**config.mk**
```make
export PLATFORM = sky130hd
export DESIGN_NAME = mult_div_sequencer
export DESIGN_NICKNAME = d
export VERILOG_FILES = /design/src/rtl/mult_div_sequencer.sv
export SDC_FILE = /design/constraint.sdc
export NUM_CORES = 1
export LEC_CHECK = 0
export ABC_AREA = 1
export CORE_AREA = 2 2 187 189
export DETAILED_ROUTE_END_ITERATION = 10
export DIE_AREA = 0 0 189 191
export GPL_ROUTABILITY_DRIVEN = 0
export SYNTH_ARGS = -nofsm -noshare
export SYNTH_HDL_FRONTEND = slang
export SYNTH_SLANG_ARGS = --single-unit
```
**constraint.sdc**
```tcl
create_clock -name clk -period 2.9 [get_ports clk]
set_input_delay 0.435 -clock clk [delete_from_list [all_inputs] [get_ports clk]]
set_output_delay 0.435 -clock clk [all_outputs]
set_load 0.02 [all_outputs]
```
**src/rtl/mult_div_sequencer.sv**
```systemverilog
// rtl/mult_div_sequencer.sv - multi-cycle unsigned MULTU/DIVU unit, one result bit per clock
module mult_div_sequencer #(
    parameter int WIDTH = 32,
    parameter int CNT_W = 6
) (
    input  logic             clk,
    input  logic             reset,
    input  logic             start,
    input  logic             op,
    input  logic [WIDTH-1:0] A,
    input  logic [WIDTH-1:0] B,
    output logic             busy,
    output logic             done,
    output logic             div_by_zero,
    output logic [WIDTH-1:0] HI,
    output logic [WIDTH-1:0] LO
);

    localparam logic [1:0] S_IDLE = 2'd0;
    localparam logic [1:0] S_RUN  = 2'd1;
    localparam logic [1:0] S_FIN  = 2'd2;

    logic [1:0]       state;
    logic [CNT_W-1:0] cnt;
    logic             op_q;
    logic [WIDTH-1:0] b_q;
    // acc is the product upper half (MULTU) or partial remainder (DIVU);
    // lower is the multiplier shift register (MULTU) or quotient (DIVU).
    logic [WIDTH:0]   acc;
    logic [WIDTH-1:0] lower;

    logic [WIDTH:0]   acc_nx;
    logic [WIDTH-1:0] lower_nx;
    logic [WIDTH:0]   sum;
    logic [WIDTH:0]   r_sh;
    logic             last;
    logic             accept;

    assign last   = (state == S_RUN) && (cnt == CNT_W'(WIDTH - 1));
    assign accept = start && ((state == S_IDLE) || (state == S_FIN));

    always_comb begin
        sum      = acc + (lower[0] ? {1'b0, b_q} : {(WIDTH+1){1'b0}});
        r_sh     = {acc[WIDTH-1:0], lower[WIDTH-1]};
        acc_nx   = {1'b0, sum[WIDTH:1]};
        lower_nx = {sum[0], lower[WIDTH-1:1]};
        if (op_q) begin
            if (r_sh >= {1'b0, b_q}) begin
                acc_nx   = r_sh - {1'b0, b_q};
                lower_nx = {lower[WIDTH-2:0], 1'b1};
            end else begin
                acc_nx   = r_sh;
                lower_nx = {lower[WIDTH-2:0], 1'b0};
            end
        end
    end

    always_ff @(posedge clk or negedge reset) begin
        if (!reset) begin
            state       <= S_IDLE;
            cnt         <= '0;
            op_q        <= 1'b0;
            b_q         <= '0;
            acc         <= '0;
            lower       <= '0;
            busy        <= 1'b0;
            done        <= 1'b0;
            div_by_zero <= 1'b0;
            HI          <= '0;
            LO          <= '0;
        end else begin
            done        <= last;
            div_by_zero <= last && op_q && (b_q == '0);
            if (accept) begin
                state <= S_RUN;
                busy  <= 1'b1;
                cnt   <= '0;
                op_q  <= op;
                b_q   <= B;
                acc   <= '0;
                lower <= A;
            end else if (state == S_RUN) begin
                acc   <= acc_nx;
                lower <= lower_nx;
                cnt   <= cnt + 1'b1;
                if (last) begin
                    HI    <= acc_nx[WIDTH-1:0];
                    LO    <= lower_nx;
                    state <= S_FIN;
                    busy  <= 1'b0;
                end
            end else begin
                state <= S_IDLE;
                busy  <= 1'b0;
            end
        end
    end

endmodule

```
==> metrics <==
Crit. End Element register; FP Rows 68; post-synthesis register bit count 172; ant diodes 0; CP most frequent cell nand2_1; Pwr per Cell Area approximately 1400 mW/mm²; Yosys top cell area share between 30% and 40%; asr flop ratio synth 100.0%; CP max-delay cell dfrtp_2; setup ws final 0.2313 ns; total CTS buffers 17; GRT Residual Overflow 0; Slowest Stage Delay on Critical Path 0.52 ns; R2R depth 16; fraction of layout cells with a size suffix above 1 5.206%; H-tree depth 4; Synth cell types 38; Avg WL per Cell roughly 16 µm; WP depth 16; Crit path required time 3.25 ns; Post-Syn Area 0.01274 mm²; synth warn 0; fin crit period 2.669 ns; cells after synthesis 1992; port bufs 134; status complete, no violations; critical path cell sequence nand2_1 -> inv_1 -> ha_1 -> fa_1 -> nand3_1 -> nand2_1 -> nand2_1 -> nand3_1 -> nand2_1 -> nand2_1 -> nand2_1 -> nand3_1 -> nand3_1 -> nand2_1 -> nand2_1 -> nand2_1; first-pass GRT wire length 67480 µm; core area 0.03412 mm²; Worst EP arrival 3.02 ns; cell taking the most area after synthesis dfrtp_1; fin nets 2256; Area Overhead vs Synth 19.93%; Crit Path Category reg -> reg; worst reg2reg endpoint acc[29]; ANT nets after route 0; hpwl dp approximately 33000 µm; worst-case vdd ir drop 0.0005883 V; Max Cap Viol 0; clk_lat worst skew 0.46 ns; clk sinks 172; initial core utilization 37.35%; worst setup path end acc[29]; CP Max Fanout 17; max_slew headroom 50.36%; origin of the worst setup path lower[0]; DRT Wirelength 42240 µm; DIE WIDTH 189 µm; Final setup viols 0; number of enable flip-flop cells after synthesis 0; period utilization ~90%; largest delay contributor family on the critical path simple AND/OR/NAND/NOR gates; Leakage 8.091 nW; vias in the first global route 12.44k; Vias/cell 5.014; class of the worst hold path reg -> reg; antenna violations before repair 0; setup slack, reg-to-reg 0.23 ns; TNS Setup 0 ns; Die Y 191 µm; Mapped Nets between 2k and 2.5k; maximum operating frequency ~0.37 GHz; crit path launch type register; Final Util between 40% and 50%; post-synthesis sequential area ratio around 34%; Slew @ Worst Pin between 0.7 and 0.8 ns; max-slew violations 0; DP Worst Slack 0.2003 ns; Total GRT Usage 23.94%; Longest Clk Path Bufs 2; CTS tree yes; final setup skew 0.01293 ns; Final Hold Vio Count 0; reg2reg start lower[0]; via count between 10k and 15k; CTS root buf clkbuf_16; RSZ-0062 raised after global routing false; Pre-antenna DRT Iters 5; drc violations 0; initial DRC count 1252; pin count of the biggest net entering global routing 100; most used flip-flop cell after synthesis dfrtp_1; clock slew at reported path FFs 0.08 ns; Placed Cells 2556; # IOs roughly 140; ranking of synthesized cells by area dfrtp_1 34%, nand2_1 25%, inv_1 8.2%; CP bufs+invs 1; die area 0.03610 mm²; final std cells w/o fill approximately 2.6k; Final Power 20.79 mW; Avg Cell Area, Syn 6.397 µm²
## cells by family (layout without fill, tap and decap cells)
logic type	Yosys count	in the layout	synth area share, %
AO/OA/AOI/OAI	199	199	8.700
XOR/XNOR	25	25	1.718
adder cells (fa/ha/maj)	67	67	6.697
buffers and inverters	352	492	10.67
flip-flops	172	172	33.78
multiplexers	1	1	0.08837
AND/OR/NAND/NOR	1176	1176	38.34
## worst min path at each step
| stage | slack, ns | endpoint | from | depth (start not counted) |
|---|---|---|---|---|
| 2_1_floorplan | 0.14 | HI[0] | reset | 0 |
| 3_3_place_gp | 0.46 | done | reset | 1 |
| 3_5_place_dp | 0.46 | done | reset | 1 |
| 4_1_cts | 0.48 | HI[5] | HI[5] | 2 |
| 5_1_grt | 0.49 | LO[5] | LO[5] | 2 |
| 6_report | 0.48 | HI[5] | HI[5] | 2 |
## cells in the final DEF (no fill, tap or decap), types with 3 or more instances in the layout
| master | netlist | routed |
|---|---|---|
| xnor2_1 | 10 | 10 |
| nor2_2 | 5 | 5 |
| nand2_1 | 851 | 850 |
| a21oi_1 | 56 | 56 |
| nor3_1 | 15 | 15 |
| o21a_1 | 3 | 3 |
| nand3_1 | 163 | 163 |
| o21bai_1 | 6 | 6 |
| clkinv_4 | 0 | 5 |
| nor4_1 | 10 | 10 |
| o21ai_0 | 97 | 97 |
| clkbuf_16 | 0 | 17 |
| dfrtp_1 | 172 | 170 |
| inv_8 | 0 | 3 |
| nand2_2 | 9 | 10 |
| inv_2 | 12 | 13 |
| ha_1 | 65 | 65 |
| and2_1 | 3 | 3 |
| clkdlybuf4s50_1 | 0 | 133 |
| xor2_1 | 15 | 15 |
| o211ai_1 | 32 | 32 |
| nand4_1 | 18 | 18 |
| inv_1 | 277 | 276 |
| nor2_4 | 4 | 5 |
| nor2_1 | 79 | 78 |
| nand3b_1 | 11 | 11 |
| buf_4 | 0 | 33 |
| buf_12 | 0 | 4 |
## where the power goes
group / switching (mW) / internal (mW) / leakage [nW]
sequential: 0.946 / 3.35 / 2.06
clock: 1.11 / 1.14 / 0.265
combinational: 9.35 / 4.90 / 5.77
total: 11.4 / 9.39 / 8.09
## cells in the mapped netlist (2+ instances only)
library cell  number
a21o_1             2
a21oi_1           56
a31oi_1            2
and2_1             3
buf_1              2
buf_2             13
buf_6              3
clkbuf_1          44
dfrtp_1          172
fa_1               2
ha_1              65
inv_1            277
inv_2             12
nand2_1          851
nand2_2            9
nand2_4            2
nand3_1          163
nand3_2            2
nand3b_1          11
nand4_1           18
nor2_1            79
nor2_2             5
nor2_4             4
nor3_1            15
nor4_1            10
o211ai_1          32
o21a_1             3
o21ai_0           97
o21bai_1           6
xnor2_1           10
xor2_1            15
## layout make-up
class / instances / area [µm²]
fill: 3633 / 18840
sequential: 172 / 4307
clock inverter: 12 / 110.1
timing repair buffer: 172 / 1680
inverter: 290 / 1089
tap: 455 / 569.3
multi-input combinational: 1468 / 7088
clock buffer: 18 / 439.2
## tightest hold or removal path, cell delays in order (launching register included)
cell     delay (ns)
dfrtp_1        0.34
nand2_1        0.05
nand2_1        0.05
## sequential cells by signal, summed over array words and instances, names as in the netlist
register / flops
LO: 32
op_q: 1
done: 1
acc: 33
cnt: 6
div_by_zero: 1
b_q: 32
state: 2
lower: 32
HI: 32
## metrics by stage
step	area [µm²]	hold WS, ns
after global routing	15280	0.4928
final	15280	0.4760
after global placement	14720	0.4575
after CTS	15280	0.4838
after detailed placement	14720	0.4636
after floorplan	12740	0.1394
## what timing repair did
| action | CTS | global route |
|---|---|---|
| endpoints found under the setup margin | 0 | 24 |
| buffers inserted | 0 | 0 |
| endpoints found under the hold margin | 56 | 0 |
| gates resized for setup | 0 | 1 |
| hold buffers | 1 | 0 |
## metal layers
layer	share of wire, %	GRT usage, %	vias up
met5	0	0	-
met4	4.5	11.39	0
met1	46	32.62	5963
met2	44	38.08	423
met3	4.7	2.515	93
li1	-	-	6491
No activity file was read; power rests on OpenSTA's default activity.
